<file path="src/rtl/matrix_scan_driver_if.sv">
// Signal bundle between the attack-round logic and the LED matrix scan driver.
// The master side supplies the frame and cursor; the slave side drives the matrix pins.
interface matrix_scan_driver_if #(
    parameter int DATA_WIDTH    = 35,
    parameter int COLUNE_SIZE   = 7,
    parameter int TOTAL_COLUNES = 5
);
    logic                     enable;
    logic [DATA_WIDTH-1:0]    matriz_data;
    logic [2:0]               x_coord_code;
    logic [2:0]               y_coord_code;
    logic                     cursor_en;
    logic [TOTAL_COLUNES-1:0] col_n;
    logic [COLUNE_SIZE-1:0]   row;
    logic                     frame_start;

    modport master (
        output enable, matriz_data, x_coord_code, y_coord_code, cursor_en,
        input  col_n, row, frame_start
    );

    modport slave (
        input  enable, matriz_data, x_coord_code, y_coord_code, cursor_en,
        output col_n, row, frame_start
    );
endinterface

</file>
<file path="src/rtl/matrix_scan_driver.sv">
// Column-multiplexed 5x7 LED matrix driver with tear-free frame latching,
// inter-column blanking and a blinking cursor at the attack coordinate.
module matrix_scan_driver #(
    parameter int DATA_WIDTH    = 35,
    parameter int COLUNE_SIZE   = 7,
    parameter int TOTAL_COLUNES = 5,
    parameter int SCAN_DIV      = 50000,
    parameter int BLANK_CYCLES  = 500,
    parameter int BLINK_FRAMES  = 25
) (
    input  logic               clk,
    input  logic               reset,
    matrix_scan_driver_if.slave bus
);
    localparam int PRE_W = $clog2(SCAN_DIV);
    localparam int COL_W = (TOTAL_COLUNES > 1) ? $clog2(TOTAL_COLUNES) : 1;
    localparam int FC_W  = (BLINK_FRAMES > 1) ? $clog2(BLINK_FRAMES) : 1;

    localparam logic [PRE_W-1:0] SCAN_LAST = PRE_W'(SCAN_DIV - 1);
    localparam logic [PRE_W-1:0] BLANK_END = PRE_W'(BLANK_CYCLES);
    localparam logic [COL_W-1:0] COL_LAST  = COL_W'(TOTAL_COLUNES - 1);
    localparam logic [FC_W-1:0]  FC_LAST   = FC_W'(BLINK_FRAMES - 1);

    logic [PRE_W-1:0]         prescaler;
    logic [COL_W-1:0]         col_idx;
    logic [FC_W-1:0]          frame_cnt;
    logic                     blink_phase;
    logic [DATA_WIDTH-1:0]    frame_reg;
    logic                     tick;
    logic                     wrap;
    logic                     blanking;
    logic [COLUNE_SIZE-1:0]   disp_row;
    logic [TOTAL_COLUNES-1:0] col_drive;

    assign tick     = (prescaler == SCAN_LAST);
    assign wrap     = tick && (col_idx == COL_LAST);
    assign blanking = (prescaler < BLANK_END);

    // Invalid coordinate codes never match any (k+1, r+1) pair, so they simply produce no cursor.
    always_comb begin
        disp_row  = '0;
        col_drive = '1;
        for (int k = 0; k < TOTAL_COLUNES; k++) begin
            if (col_idx == COL_W'(k)) begin
                disp_row     = frame_reg[DATA_WIDTH-1-COLUNE_SIZE*k -: COLUNE_SIZE];
                col_drive[k] = 1'b0;
                if (bus.cursor_en && (bus.x_coord_code == 3'(k + 1))) begin
                    for (int r = 0; r < COLUNE_SIZE; r++) begin
                        if (bus.y_coord_code == 3'(r + 1)) begin
                            disp_row[r] = disp_row[r] ^ blink_phase;
                        end
                    end
                end
            end
        end
    end

    always_ff @(posedge clk or posedge reset) begin
        if (reset) begin
            prescaler       <= '0;
            col_idx         <= '0;
            frame_cnt       <= '0;
            blink_phase     <= 1'b0;
            frame_reg       <= '0;
            bus.frame_start <= 1'b0;
            bus.col_n       <= '1;
            bus.row         <= '0;
        end else begin
            if (!bus.enable) begin
                // Track the input while off so the first frame shown after enable is current.
                prescaler       <= '0;
                col_idx         <= '0;
                frame_cnt       <= '0;
                blink_phase     <= 1'b0;
                frame_reg       <= bus.matriz_data;
                bus.frame_start <= 1'b0;
            end else begin
                bus.frame_start <= wrap;
                if (tick) begin
                    prescaler <= '0;
                    col_idx   <= (col_idx == COL_LAST) ? '0 : col_idx + COL_W'(1);
                end else begin
                    prescaler <= prescaler + PRE_W'(1);
                end
                if (wrap) begin
                    frame_reg <= bus.matriz_data;
                    if (frame_cnt == FC_LAST) begin
                        frame_cnt   <= '0;
                        blink_phase <= ~blink_phase;
                    end else begin
                        frame_cnt <= frame_cnt + FC_W'(1);
                    end
                end
            end

            if (!bus.enable || blanking) begin
                bus.col_n <= '1;
                bus.row   <= '0;
            end else begin
                bus.col_n <= col_drive;
                bus.row   <= disp_row;
            end
        end
    end
endmodule

</file>
<file path="src/flat_wrapper.sv">
// flat-port wrapper written by rule: the top's interface ports become plain ports
module matrix_scan_driver_flat 
#(
    parameter int DATA_WIDTH    = 35,
    parameter int COLUNE_SIZE   = 7,
    parameter int TOTAL_COLUNES = 5,
    parameter int SCAN_DIV      = 50000,
    parameter int BLANK_CYCLES  = 500,
    parameter int BLINK_FRAMES  = 25
)
  (clk, reset, bus_enable, bus_matriz_data, bus_x_coord_code, bus_y_coord_code, bus_cursor_en, bus_col_n, bus_row, bus_frame_start);
  matrix_scan_driver_if #(.DATA_WIDTH(DATA_WIDTH), .COLUNE_SIZE(COLUNE_SIZE), .TOTAL_COLUNES(TOTAL_COLUNES)) bus_i ();
  input  logic clk;
  input  logic reset;
  input wire logic [$bits(bus_i.enable)-1:0] bus_enable;
  input wire logic [$bits(bus_i.matriz_data)-1:0] bus_matriz_data;
  input wire logic [$bits(bus_i.x_coord_code)-1:0] bus_x_coord_code;
  input wire logic [$bits(bus_i.y_coord_code)-1:0] bus_y_coord_code;
  input wire logic [$bits(bus_i.cursor_en)-1:0] bus_cursor_en;
  output wire logic [$bits(bus_i.col_n)-1:0] bus_col_n;
  output wire logic [$bits(bus_i.row)-1:0] bus_row;
  output wire logic [$bits(bus_i.frame_start)-1:0] bus_frame_start;
  assign bus_i.enable = bus_enable;
  assign bus_i.matriz_data = bus_matriz_data;
  assign bus_i.x_coord_code = bus_x_coord_code;
  assign bus_i.y_coord_code = bus_y_coord_code;
  assign bus_i.cursor_en = bus_cursor_en;
  assign bus_col_n = bus_i.col_n;
  assign bus_row = bus_i.row;
  assign bus_frame_start = bus_i.frame_start;
  matrix_scan_driver #(.DATA_WIDTH(DATA_WIDTH), .COLUNE_SIZE(COLUNE_SIZE), .TOTAL_COLUNES(TOTAL_COLUNES), .SCAN_DIV(SCAN_DIV), .BLANK_CYCLES(BLANK_CYCLES), .BLINK_FRAMES(BLINK_FRAMES)) u_core (.clk(clk), .reset(reset), .bus(bus_i));
endmodule
</file>
<file path="config.mk">
export PLATFORM = sky130hd
export DESIGN_NAME = matrix_scan_driver_flat
export DESIGN_NICKNAME = d
export VERILOG_FILES = /design/src/rtl/matrix_scan_driver_if.sv /design/src/rtl/matrix_scan_driver.sv /design/src/flat_wrapper.sv
export SDC_FILE = /design/constraint.sdc
export NUM_CORES = 1
export LEC_CHECK = 0
export BUFFER_PORTS_ARGS = -buffer_cell sky130_fd_sc_hd__buf_2
export CAP_MARGIN = 5
export CORE_MARGIN = 1
export CORE_UTILIZATION = 59
export CTS_BUF_LIST = sky130_fd_sc_hd__clkbuf_8
export DETAILED_ROUTE_END_ITERATION = 10
export HOLD_SLACK_MARGIN = 0.12
export PLACE_DENSITY = 0.81
export SYNTH_ARGS = -nofsm -noshare
export SYNTH_HDL_FRONTEND = slang
export SYNTH_SLANG_ARGS = --single-unit
</file>
<file path="constraint.sdc">
create_clock -name clk -period 2.6 [get_ports clk]
set_input_delay 0.52 -clock clk [delete_from_list [all_inputs] [get_ports clk]]
set_output_delay 0.52 -clock clk [all_outputs]
set_load 0.005 [all_outputs]
</file>
# After elaboration in Yosys (flattened, before gate mapping)
# Cells that the tools add are included.
# W data, S select, Z words.
# word_totals
input_bits	45
out_inout_bits	13
reg_bits	73
elab_cells	145
# classes
n_reduce_logical	10
mux	66
n_addsub	3
n_eq_ne	21
magnitude_cmp	1
bitwise_logic	36
# op_table
cell	n
$mux W7	11
$mux W35	2
$mux W1	44
$xor A1 B1 Y1	35
$mux W16	2
$eq A3 B3 Y1 const B	7
$mux W5	4
$eq A3 B2 Y1 const B	6
$add A16 B1 Y16 const B	1
$eq A16 B16 Y1 const B	1
$lt A16 B9 Y1 const B	1
$eq A3 B1 Y1 const B	3
$mux W3	3
$logic_and A1 B1 Y1	6
$ne A2 B1 Y1 const B	3
$add A5 B1 Y5 const B	1
$eq A5 B5 Y1 const B	1
$add A3 B1 Y3 const B	1
$logic_not A3 Y1	1
$reduce_and A2 Y1	1
$logic_not A1 Y1	1
$logic_or A1 B1 Y1	1
$not A1 Y1	1

# Depth between registers and ports, before layout
# logic_depth
word_depth	9
depth_mapped	7
mapped_depth_nobuf	7

# Least setup slack after synthesis
# Ideal clock, no wire load.
# synth_timing
path_kind	register -> register
startpoint	register u_core.prescaler[13]
endpoint	register u_core.frame_reg[0]
slack_ps	466
period_less_slack_ps	2134
required_ps	2475
n_path_buf	1
setup_ps	125
arrival_time_ps	2009
stages_incl_launch_ff	7
path_cell_list	dfrtp_1 > or4_4 > nor4_4 > nand2_2 > nand2_2 > buf_6 > mux2_2
# synth_between
elab_chain_len	3
# synth_lines
item	line_no	source
start: declaration	matrix_scan_driver.sv:24	logic [PRE_W-1:0] prescaler;
start signal: assignment	matrix_scan_driver.sv:83	prescaler <= prescaler + PRE_W'(1);
$eq A16 B16 Y1	matrix_scan_driver.sv:35	assign tick = (prescaler == SCAN_LAST);
$logic_and A1 B1 Y1	matrix_scan_driver.sv:36	assign wrap = tick && (col_idx == COL_LAST);
$ne A2 B1 Y1 (no source line)	n/a	
end signal: assignment	matrix_scan_driver.sv:75	frame_reg <= bus.matriz_data;
end signal: assignment	matrix_scan_driver.sv:86	frame_reg <= bus.matriz_data;
end: declaration	matrix_scan_driver.sv:28	logic [DATA_WIDTH-1:0] frame_reg;
# No other way between the ends.
# A chain may end at the register's enable or synchronous reset.

# Final worst setup path
# layout_timing
startpoint	register u_core.prescaler[12]
endpoint	register u_core.frame_reg[1]
# Same word-level chain as after synthesis.

==> results.tsv <==
stage	metric	value	unit
run_status	outcome	finished, final reports clean	
sta	Final Max Slew Viols	0	
final_layout	nets@finish	494	
clock_network	CTS tree	done	
synthesis	Avg Inst Size Synth	10.3	sq um
critical_path	maximum fanout along the worst path	35	
die	I/O pins	58	
synthesis	syn nets	434	
power_and_ir_drop	Worst IR Drop VDD	0.496	mV
sta	Max Fclk	434	MHz
clock_network	Hold Buf Count CTS	0	
clock_network	setup repair bufs after CTS	0	
power_and_ir_drop	PwrDens	529	nW/um^2
sta	RSZ-0062 raised after global routing	false	
clock_network	Num CTS Buffers	9	
die	core area	6390	sq um
final_layout	layout cells sized above 1	28.0	%
clock_network	# H-tree levels	3	
synthesis	register area share after synthesis	46.9	%
synthesis	Post-synth EDFFs	0	
global_route	total track usage	27.3	%
die	Initial Utilization	61.2	%
clock_network	root buf cell	clkbuf_8	
place	placer congestion estimate	0.894	
final_layout	synth-to-layout area growth	15.0	%
die	# rows	29	
hold_path	Hold Path Class	input port to asynchronous set/reset pin	
power_and_ir_drop	Power, Total	2.38	mW
sta	Finish-stage setup viols	0	
critical_path	Setup crit start kind	register	
critical_path	WS Path Type	register to register	
clock_network	Worst-path clk slew	0.07	ns
synthesis	Cells after Synth	381	
drt	vias per cell	6.09	
global_route	total global routing overflow	0	
final_layout	FILL cells	488	
global_route	antenna violations before repair	0	
global_route	largest net degree at the start of global routing	47	
drt	Initial DRC Count	300	
flow_run	# Max-Cap Violations	0	
drt	Final ANT Viol Nets	0	
place	port bufs	57	
global_route	first-pass GRT wire length	14.9	mm
drt	drt drc	0	
synthesis	top_reg_cell synth	dfrtp_1	
place	Detail Placement HPWL	6.24	mm
synthesis	async set-reset flop share out of synthesis	100	%
synthesis	Yosys top cell by area	dfrtp_1	
sta	Worst Max-Slew Pin Slew	0.673	ns
final_layout	Diodes inserted	0	
critical_path	Crit path arrival time	2.53	ns
clock_network	Worst-Skew Late Latency	0.35	ns
die	die area	6960	sq um
synthesis	#FFs+latches synth	73	
sta	Slew HR	54.7	%
global_route	vias in the first global route	3107	
die	Die Span Y	83.4	um
drt	drt total wl	8.89	mm
synthesis	top cell type's share of synthesized area	43.5	%
clock_network	post-CTS sizing	0	
drt	Routed WL per cell	17.0	um
clock_network	clk buf depth	2	
sta	min Tclk post-route	2.30	ns
critical_path	Critical Path Sink Type	register	
sta	final hold vios	0	
drt	via count	3183	
final_layout	max reg flops	35	
sta	period utilisation layout	88.6	%
power_and_ir_drop	Lkg Pwr	1.91	nW
drt	first-pass detailed-route iteration total	6	
die	DIE WIDTH	83.4	um
synthesis	synth warn	0	
synthesis	Yosys cell types	46	
critical_path	Worst EP required	2.83	ns
synthesis	synthesized area	3910	sq um
synthesis	Area contributors post-synth	dfrtp_1 44%, mux2_2 10%, xor2_1 4.9%	
sta	Setup TNS	0	ns
clock_network	CTS sink cnt	73	
sta	skew final	0.0108	ns
## report_power, final
part	switching (mW)	total [mW]	internal, mW
registers	0.0519	1.25	1.19
clock network	0.404	0.918	0.514
logic	0.101	0.213	0.112
total	0.556	2.38	1.82
## per-stage QoR
step	instance area (sq um)	setup WS (ns)	std cells	hold slack, ns	utilization (%)
3_3_place_gp	4290	0.330	507	0.486	67.2
4_1_cts	4500	0.303	523	0.254	70.4
2_1_floorplan	3910	0.235	381	0.462	-
5_1_grt	4500	0.177	523	0.305	70.4
6_report	4500	0.296	523	0.240	70.4
3_5_place_dp	4290	0.315	507	0.507	67.2
## critical path, stage by stage, from the launching register on
cell,delay [ns]
dfrtp_1,0.42
or4_4,0.57
nor4_4,0.35
nand2_2,0.15
nand2_2,0.11
buf_12,0.20
mux2_2,0.36
## area by class of cell
| class | count | area [sq um] | area share, % |
|---|---|---|---|
| multi-input cells | 283 | 1960 | 43.5 |
| flip-flops and latches | 73 | 1830 | 40.8 |
| repair buffers | 65 | 370 | 8.24 |
| clock buffers | 12 | 165 | 3.67 |
| well taps | 77 | 96.3 | 2.14 |
| clock inverters | 4 | 42.5 | 0.946 |
| inverters | 9 | 33.8 | 0.751 |
## path summary, 6_finish.rpt
kind,from,to,slack [ns],cells past startpoint
max,u_core.prescaler[12],u_core.frame_reg[1],0.30,6
min,reset,u_core.frame_reg[0],0.24,2
max in group asynchronous,reset,u_core.bus.col_n[3],1.65,3
max reg2reg,u_core.prescaler[12],u_core.frame_reg[1],0.30,6
min in group clk,bus_matriz_data[10],u_core.frame_reg[10],0.40,2
min reg2reg,u_core.prescaler[0],u_core.prescaler[0],0.52,1
## cell usage after synthesis (9+ instances only)
cell type	number
a21oi_1	24
mux2_2	35
inv_1	9
o21ai_0	27
clkbuf_1	10
nor2_1	40
nand2_1	19
xor2_1	22
nand4_1	9
or3_1	15
dfrtp_1	68
nand3_1	16
## placed cells by master, fill, tap and decap left out, drive strengths merged, types with 9 or more instances in the layout
cell type | netlist | final
dfrtp | 68 | 68
nand3 | 16 | 16
o21ai | 27 | 27
inv | 9 | 11
nand4 | 9 | 9
nand2 | 21 | 21
xor2 | 22 | 22
nor2 | 40 | 40
a21oi | 24 | 24
mux2 | 35 | 35
clkbuf | 10 | 12
or3 | 15 | 15
buf | 6 | 65
## cells by family (layout without fill, tap and decap cells)
group / count (synthesis) / count (layout) / synth area share [%]
xor gates and xnor gates: 29 / 29 / 6.50
muxes: 35 / 35 / 10.1
and+or+nand+nor: 136 / 136 / 19.6
adders and majority gates: 8 / 8 / 2.56
buffers and inverters: 25 / 90 / 3.10
AOI/OAI and AO/OA: 75 / 75 / 11.2
DFF: 73 / 73 / 46.9
## layer usage
layer / share of wire (%) / track usage [%]
met5: 0 / 0
met4: 1.8 / 10.2
met3: 8.0 / 7.16
met2: 47 / 43.1
met1: 43 / 36.4
(Power assumes the default switching activity.)
